--- config.mk ---
export PLATFORM = sky130hd
export DESIGN_NAME = mac_seq_3a_flat
export DESIGN_NICKNAME = d
export VERILOG_FILES = /design/src/rtl/mac_seq_3a_pkg.sv /design/src/rtl/mac_seq_3a_if.sv /design/src/rtl/mac_seq_3a_delay.sv /design/src/rtl/mac_seq_3a.sv /design/src/flat_wrapper.sv
export SDC_FILE = /design/constraint.sdc
export NUM_CORES = 1
export LEC_CHECK = 0
export ABC_CLOCK_PERIOD_IN_PS = 3900
export CORE_AREA = 2 2 53 55
export CTS_CLUSTER_SIZE = 28
export DETAILED_ROUTE_END_ITERATION = 7
export DIE_AREA = 0 0 55 57
export PLACE_DENSITY_LB_ADDON = 0.25
export SETUP_SLACK_MARGIN = 0.02
export SLEW_MARGIN = 20
export SYNTH_ARGS = -nofsm -noshare
export SYNTH_HDL_FRONTEND = slang
export SYNTH_HIERARCHICAL = 1
export SYNTH_SLANG_ARGS = --single-unit
--- constraint.sdc ---
create_clock -name clock_i -period 3.9 [get_ports clock_i]
set_input_delay 0.78 -clock clock_i [delete_from_list [all_inputs] [get_ports clock_i]]
set_output_delay 0.78 -clock clock_i [all_outputs]
set_load 0.01 [all_outputs]
--- src/rtl/mac_seq_3a_pkg.sv ---
// Shared types and constants for the MAC sequencer: FSM states, DSP OPMODE
// encodings and the helper that picks the OPMODE for an issued term.
package mac_seq_pkg;

    typedef enum logic [1:0] {
        ST_IDLE  = 2'd0,
        ST_ISSUE = 2'd1,
        ST_DRAIN = 2'd2
    } state_e;

    // DSP OPMODE values driven towards the DSP OPMODE input
    localparam logic [6:0] OPM_MUL_C   = 7'h35;  // P = A*B + C
    localparam logic [6:0] OPM_MUL     = 7'h05;  // P = A*B
    localparam logic [6:0] OPM_MUL_ACC = 7'h25;  // P = A*B + P
    localparam logic [6:0] OPM_HOLD    = 7'h20;  // P = P
    localparam logic [6:0] OPM_ZERO    = 7'h00;  // reset / cleared value

    // OPMODE for a cycle in which a term is issued
    function automatic logic [6:0] issue_opmode(input logic first, input logic use_c);
        logic [6:0] opm;
        if (first) begin
            opm = use_c ? OPM_MUL_C : OPM_MUL;
        end else begin
            opm = OPM_MUL_ACC;
        end
        return opm;
    endfunction

endpackage

--- src/rtl/mac_seq_3a_if.sv ---
// Bus between the requester/DSP side and the MAC sequencer.
//
// Handshake: op_valid_i is raised by the requester when A/B are on the DSP
// inputs; op_ready_o is raised by the sequencer in the same cycle only while
// it is issuing terms. A term is consumed (issued) in every cycle where both
// are high; idx_o names the term being asked for and advances after each issue.
// There is no back-pressure on the result: result_valid_o is a single-cycle
// pulse and must be captured in that cycle.
interface mac_seq_3a_if #(
    parameter int LEN_W = 6
);
    logic             start_i;
    logic [LEN_W-1:0] len_i;
    logic             use_c_i;
    logic             op_valid_i;
    logic             op_ready_o;
    logic [LEN_W-1:0] idx_o;
    logic [6:0]       OPMODE_o;
    logic             CREG_en_o;
    logic             busy_o;
    logic             result_valid_o;
    mac_seq_pkg::state_e dbg_state;

    // requester / DSP-driving side
    modport master (
        output start_i, len_i, use_c_i, op_valid_i,
        input  op_ready_o, idx_o, OPMODE_o, CREG_en_o, busy_o, result_valid_o,
        input  dbg_state
    );

    // sequencer side
    modport slave (
        input  start_i, len_i, use_c_i, op_valid_i,
        output op_ready_o, idx_o, OPMODE_o, CREG_en_o, busy_o, result_valid_o,
        output dbg_state
    );
endinterface

--- src/rtl/mac_seq_3a_delay.sv ---
// Fixed-depth 7-bit delay line for OPMODE values. Aligns the OPMODE chosen in
// the issue cycle with the arrival of the matching product at the DSP ALU.
// A depth of zero is a straight wire.
module opmode_delay_line
    import mac_seq_pkg::*;
#(
    parameter int DEPTH = 1
) (
    input  logic       clock_i,
    input  logic       reset_i,
    input  logic [6:0] opm_i,
    output logic [6:0] opm_o
);

    if (DEPTH == 0) begin : g_pass
        assign opm_o = opm_i;
    end else begin : g_pipe
        logic [6:0] pipe_q [DEPTH];
        logic [6:0] pipe_d [DEPTH];

        // shift: new value enters stage 0, every stage moves one along
        always_comb begin
            pipe_d[0] = opm_i;
            for (int i = 1; i < DEPTH; i++) begin
                pipe_d[i] = pipe_q[i-1];
            end
        end

        // stage registers, cleared synchronously to the zero OPMODE
        always_ff @(posedge clock_i) begin
            for (int i = 0; i < DEPTH; i++) begin
                if (reset_i) begin
                    pipe_q[i] <= OPM_ZERO;
                end else begin
                    pipe_q[i] <= pipe_d[i];
                end
            end
        end

        assign opm_o = pipe_q[DEPTH-1];
    end

endmodule

--- src/rtl/mac_seq_3a.sv ---
// MAC sequencer: walks a DSP through N multiply(-accumulate) terms. It hands
// out operand requests, schedules OPMODE through a delay line so it meets the
// matching product inside the DSP, pulses the C-register enable for the
// optional C addend, and flags when P holds the final sum.
module mac_seq_3a
    import mac_seq_pkg::*;
#(
    parameter int ABREG = 1,
    parameter int MREG  = 1,
    parameter int CREG  = 1,
    parameter int LEN_W = 6
) (
    input  logic        clock_i,
    input  logic        reset_i,
    mac_seq_3a_if.slave bus
);

    // DSP pipeline depth between operands at the input and the ALU
    localparam int PIPE      = ABREG + MREG;
    // OPMODE is itself registered inside the DSP, hence one stage less
    localparam int OPM_DLY   = (PIPE > 0) ? PIPE - 1 : 0;
    // cycles after the last issue until P carries the final sum
    localparam int DRAIN_LEN = 1 + PIPE;
    // C must be captured so it reaches the ALU with the first product
    localparam int CREG_DLY  = (PIPE > CREG) ? PIPE - CREG : 0;
    localparam int CSR_W     = (CREG_DLY > 0) ? CREG_DLY : 1;
    localparam int DRAIN_W   = 3;

    state_e             state_q, state_d;
    logic [LEN_W-1:0]   idx_q, idx_d;
    logic [LEN_W-1:0]   len_q, len_d;
    logic               use_c_q, use_c_d;
    logic               first_q, first_d;
    logic [DRAIN_W-1:0] drain_q, drain_d;
    logic [CSR_W-1:0]   creg_sr_q, creg_sr_d;

    logic               issue;
    logic               op_ready;
    logic               busy;
    logic               result_valid;
    logic               creg_pulse;
    logic               creg_en;
    logic [6:0]         opm_in;
    logic [6:0]         opm_out;

    // next-state, handshake and OPMODE selection
    always_comb begin
        state_d      = state_q;
        idx_d        = idx_q;
        len_d        = len_q;
        use_c_d      = use_c_q;
        first_d      = first_q;
        drain_d      = drain_q;
        op_ready     = 1'b0;
        issue        = 1'b0;
        result_valid = 1'b0;
        opm_in       = OPM_HOLD;
        busy         = (state_q != ST_IDLE);

        case (state_q)
            ST_IDLE: begin
                // a zero-length request has nothing to compute and is dropped
                if (bus.start_i && (bus.len_i != '0)) begin
                    state_d = ST_ISSUE;
                    len_d   = bus.len_i;
                    use_c_d = bus.use_c_i;
                    idx_d   = '0;
                    first_d = 1'b1;
                end
            end
            ST_ISSUE: begin
                op_ready = bus.op_valid_i;
                issue    = bus.op_valid_i;
                if (issue) begin
                    opm_in  = issue_opmode(first_q, use_c_q);
                    first_d = 1'b0;
                    if (idx_q == len_q - LEN_W'(1)) begin
                        state_d = ST_DRAIN;
                        idx_d   = '0;
                        drain_d = DRAIN_W'(DRAIN_LEN - 1);
                    end else begin
                        idx_d = idx_q + LEN_W'(1);
                    end
                end
            end
            ST_DRAIN: begin
                if (drain_q == '0) begin
                    result_valid = 1'b1;
                    state_d      = ST_IDLE;
                end else begin
                    drain_d = drain_q - DRAIN_W'(1);
                end
            end
            default: begin
                state_d = ST_IDLE;
            end
        endcase
    end

    // C-register enable: mark the first issue of a use_c run, then delay it
    always_comb begin
        creg_pulse = issue & first_q & use_c_q;
        creg_sr_d  = CSR_W'({creg_sr_q, creg_pulse});
        creg_en    = (CREG_DLY == 0) ? creg_pulse : creg_sr_q[CSR_W-1];
    end

    // state registers with synchronous reset; reset also aborts a run silently
    always_ff @(posedge clock_i) begin
        if (reset_i) begin
            state_q   <= ST_IDLE;
            idx_q     <= '0;
            len_q     <= '0;
            use_c_q   <= 1'b0;
            first_q   <= 1'b0;
            drain_q   <= '0;
            creg_sr_q <= '0;
        end else begin
            state_q   <= state_d;
            idx_q     <= idx_d;
            len_q     <= len_d;
            use_c_q   <= use_c_d;
            first_q   <= first_d;
            drain_q   <= drain_d;
            creg_sr_q <= creg_sr_d;
        end
    end

    opmode_delay_line #(
        .DEPTH (OPM_DLY)
    ) u_opm_dly (
        .clock_i (clock_i),
        .reset_i (reset_i),
        .opm_i   (opm_in),
        .opm_o   (opm_out)
    );

    assign bus.op_ready_o     = op_ready;
    assign bus.idx_o          = idx_q;
    assign bus.OPMODE_o       = opm_out;
    assign bus.CREG_en_o      = creg_en;
    assign bus.busy_o         = busy;
    assign bus.result_valid_o = result_valid;
    assign bus.dbg_state      = state_q;

endmodule

--- src/flat_wrapper.sv ---
// flat-port wrapper written by rule: the top's interface ports become plain ports
module mac_seq_3a_flat import mac_seq_pkg::*;
#(
    parameter int ABREG = 1,
    parameter int MREG  = 1,
    parameter int CREG  = 1,
    parameter int LEN_W = 6
)
  (clock_i, reset_i, bus_start_i, bus_len_i, bus_use_c_i, bus_op_valid_i, bus_op_ready_o, bus_idx_o, bus_OPMODE_o, bus_CREG_en_o, bus_busy_o, bus_result_valid_o, bus_dbg_state);
  mac_seq_3a_if #(.LEN_W(LEN_W)) bus_i ();
  input  logic clock_i;
  input  logic reset_i;
  input wire logic [$bits(bus_i.start_i)-1:0] bus_start_i;
  input wire logic [$bits(bus_i.len_i)-1:0] bus_len_i;
  input wire logic [$bits(bus_i.use_c_i)-1:0] bus_use_c_i;
  input wire logic [$bits(bus_i.op_valid_i)-1:0] bus_op_valid_i;
  output wire logic [$bits(bus_i.op_ready_o)-1:0] bus_op_ready_o;
  output wire logic [$bits(bus_i.idx_o)-1:0] bus_idx_o;
  output wire logic [$bits(bus_i.OPMODE_o)-1:0] bus_OPMODE_o;
  output wire logic [$bits(bus_i.CREG_en_o)-1:0] bus_CREG_en_o;
  output wire logic [$bits(bus_i.busy_o)-1:0] bus_busy_o;
  output wire logic [$bits(bus_i.result_valid_o)-1:0] bus_result_valid_o;
  output wire logic [$bits(bus_i.dbg_state)-1:0] bus_dbg_state;
  assign bus_i.start_i = bus_start_i;
  assign bus_i.len_i = bus_len_i;
  assign bus_i.use_c_i = bus_use_c_i;
  assign bus_i.op_valid_i = bus_op_valid_i;
  assign bus_op_ready_o = bus_i.op_ready_o;
  assign bus_idx_o = bus_i.idx_o;
  assign bus_OPMODE_o = bus_i.OPMODE_o;
  assign bus_CREG_en_o = bus_i.CREG_en_o;
  assign bus_busy_o = bus_i.busy_o;
  assign bus_result_valid_o = bus_i.result_valid_o;
  assign bus_dbg_state = bus_i.dbg_state;
  mac_seq_3a #(.ABREG(ABREG), .MREG(MREG), .CREG(CREG), .LEN_W(LEN_W)) u_core (.clock_i(clock_i), .reset_i(reset_i), .bus(bus_i));
endmodule
==> results by group <==
Clock tree
  • Clk slew on worst S/H paths: 140 ps
  • Post-CTS sizing: 0
  • Max clock buf depth: 2
  • Hold buffer count at cts: 0
  • Clock Latency Late Sink: 310 ps
  • Setup repair bufs after CTS: 0
  • CTS root buf: clkbuf_4
  • Clock buffer count from CTS: 3
  • Number of H-tree levels: 1
  • CTS tree: done
  • CTS sink cnt: 27

Place
  • Hpwl dp: 2030 µm
  • Placed cell count: 203
  • Number of I/O port buffers: 29
  • GPL Wtd Cong: 0.797

Synth
  • Sequential-to-total area share from yosys stat: 44.2%
  • Yosys warns: 6
  • Top_reg_cell synth: dfxtp_1
  • Average cell area after synthesis: 8.55 µm²
  • Synth cell types: 36
  • Mapped cell area: 1220 µm²
  • Post-synth ARST share: 0%
  • Post-synthesis cell count: 143
  • Yosys reg bits: 27
  • EDFF count, synth: 0

GRT
  • Antenna violations before repair: 0
  • Global-route wire length before repair: 4150 µm
  • Grt ovf: 0
  • Vias in the first global route: 974
  • Total GRT Usage: 17.6%
  • Largest net degree at the start of global routing: 16

Worst setup path
  • Slowest stage cell, crit path: clkdlybuf4s50_1
  • CP dominant cell by count: clkdlybuf4s50_1
  • CP Cell Sequence: clkdlybuf4s50_1 -> nand2_1 -> nor2_1 -> clkdlybuf4s50_1
  • CP Class: in -> out
  • Critical Path Sink Type: output port
  • Setup crit start kind: input pin
  • WP buf/inv: 2
  • Required time of the critical path: 3120 ps
  • Crit path largest cell delay: 630 ps
  • CP delay by family, top: buffers and inverters
  • Critical path data arrival time: 2370 ps
  • Critical Path Fanout Max: 7

Floorplanning
  • Starting Density: 46.7%
  • Die Wd: 55 µm
  • Total die area: 3140 µm²
  • DIE HEIGHT: 57 µm
  • Cell Rows: 19
  • Io pins: 30
  • Core Region: 2620 µm²

Timing
  • Crit share post-route: 80.8%
  • Final Hold Fails: 0
  • Tightest Pin Transition: 651 ps
  • Min cycle time layout: 3150 ps
  • Slew headroom: 56.5%
  • Slew Limit Fails: 0
  • Clock skew after layout: 1.95 ps
  • Fmax: 317 MHz
  • Sum Neg Setup Slack: 0 ps
  • RSZ-0062 raised after global routing: false
  • Endpoints failing setup: 0

Final layout
  • Share of layout cells above drive strength 1: 3.98%
  • Flip-flop and latch area: 541 µm²
  • Nets@finish: 192
  • Fill count: 238
  • Multi-input gate area: 644 µm²
  • Commonest cells after routing, fill and taps aside: 29 x clkdlybuf4s50_1, 27 x dfxtp_1, 17 x nand2_1
  • Core Util, Final: 60.5%
  • Area growth, synth to finish: 29.5%
  • Diodes inserted: 0
  • Commonest non-fill, non-tap cell in the layout: clkdlybuf4s50_1
  • Post-route insts no fill: 207

Route
  • DRT iter0 DRCs: 56
  • # DRC: 0
  • Via count: 1114
  • DRT Wirelength: 2630 µm
  • Vias per Instance: 5.38
  • WL per Instance: 12.7 µm
  • First-pass detailed-route iteration total: 4
  • Final antenna-violating net count: 0

Min path
  • Tightest Hold Check Type: reg -> reg

Status
  • Status: finished clean

Run
  • Max Cap Viol: 0

Power and ir drop
  • Leak: 0.606 nW
  • Power per Cell Area: 308 nW/µm²
  • Peak supply drop: 0.278 mV
sequential cells by signal, summed over array words and instances (netlist names):
| register | flops |
|---|---|
| u_core/u_opm_dly/g_pipe.pipe_q | 7 |
| u_core/bus.idx_o | 6 |
| u_core/len_q | 6 |
| u_core/drain_q | 3 |
| u_core/bus.dbg_state | 2 |
| u_core/bus.CREG_en_o | 1 |
| u_core/first_q | 1 |
| u_core/use_c_q | 1 |
cells in the mapped netlist, types with 2 or more instances:
cell	count	area, µm²
ha_1	4	50.1
nand4_1	3	18.8
o22ai_1	2	12.5
nand3_1	8	40.0
xor2_1	2	17.5
nand2_1	17	63.8
nor2b_1	8	50.1
xnor2_1	5	43.8
inv_1	9	33.8
dfxtp_1	27	541
and2_1	2	12.5
o31ai_1	2	15.0
and3_1	2	12.5
a31oi_1	4	25.0
o21ai_0	4	20.0
nor2_1	10	37.5
nor3_1	5	25.0
clkbuf_1	3	11.3
a21oi_1	9	45.0
worst paths after layout:
check / start / end / cells past startpoint / slack [ps]
setup / recovery: bus_op_valid_i / bus_op_ready_o / 4 / 750
setup reg to reg: u_core/len_q[0] / u_core/drain_q[2] / 8 / 1710
hold reg to reg: u_core/len_q[1] / u_core/len_q[1] / 2 / 510
hold / removal: u_core/len_q[1] / u_core/len_q[1] / 2 / 510
per-stage QoR:
stage | total power [mW] | hold slack (ps) | setup WS [ps] | instance area (µm²)
6_report | 0.488 | 511 | 748 | 1580
5_1_grt | 0.510 | 523 | 650 | 1580
4_1_cts | 0.493 | 509 | 754 | 1580
3_5_place_dp | 0.375 | 488 | 757 | 1560
3_3_place_gp | 0.373 | 479 | 788 | 1560
2_1_floorplan | 0.342 | 461 | 1740 | 1230
worst register-to-register path, stage by stage, from the launching register on:
cell and delay [ps]:
dfxtp_1 430, inv_1 60, ha_1 200, and2_1 180, o21a_1 190, o31ai_1 280
and4_1 320, nand2_1 160, a41o_1 280
logic make-up after synthesis:
logic type	share of synthesized area, %
other	0.307
XOR/XNOR	5.02
flip-flops	44.2
adder cells (fa/ha/maj)	4.09
AO/OA/AOI/OAI	17.0
multiplexers	0.819
AND/OR/NAND/NOR	24.9
buffers and inverters	3.68
routing by layer:
metal	track usage, %	share of wire (%)	up-vias
met5	0	0	-
met4	5.23	0.49	0
met3	2.62	4.4	2
met2	29.4	50	33
met1	23.0	45	513
li1	-	-	566
where the power goes:
part	total, mW	internal, mW	switching, mW
combinational	0.0746	0.0384	0.0362
clock	0.118	0.0384	0.0800
sequential	0.295	0.286	0.00885
area by class of cell:
cell class	count	area share, %
inverters	9	2.13
well taps	31	2.45
flip-flops and latches	27	34.2
repair buffers	30	18.8
clock buffers	3	1.42
clock inverters	1	0.316
multi-input cells	106	40.7
(Power assumes the default switching activity.)
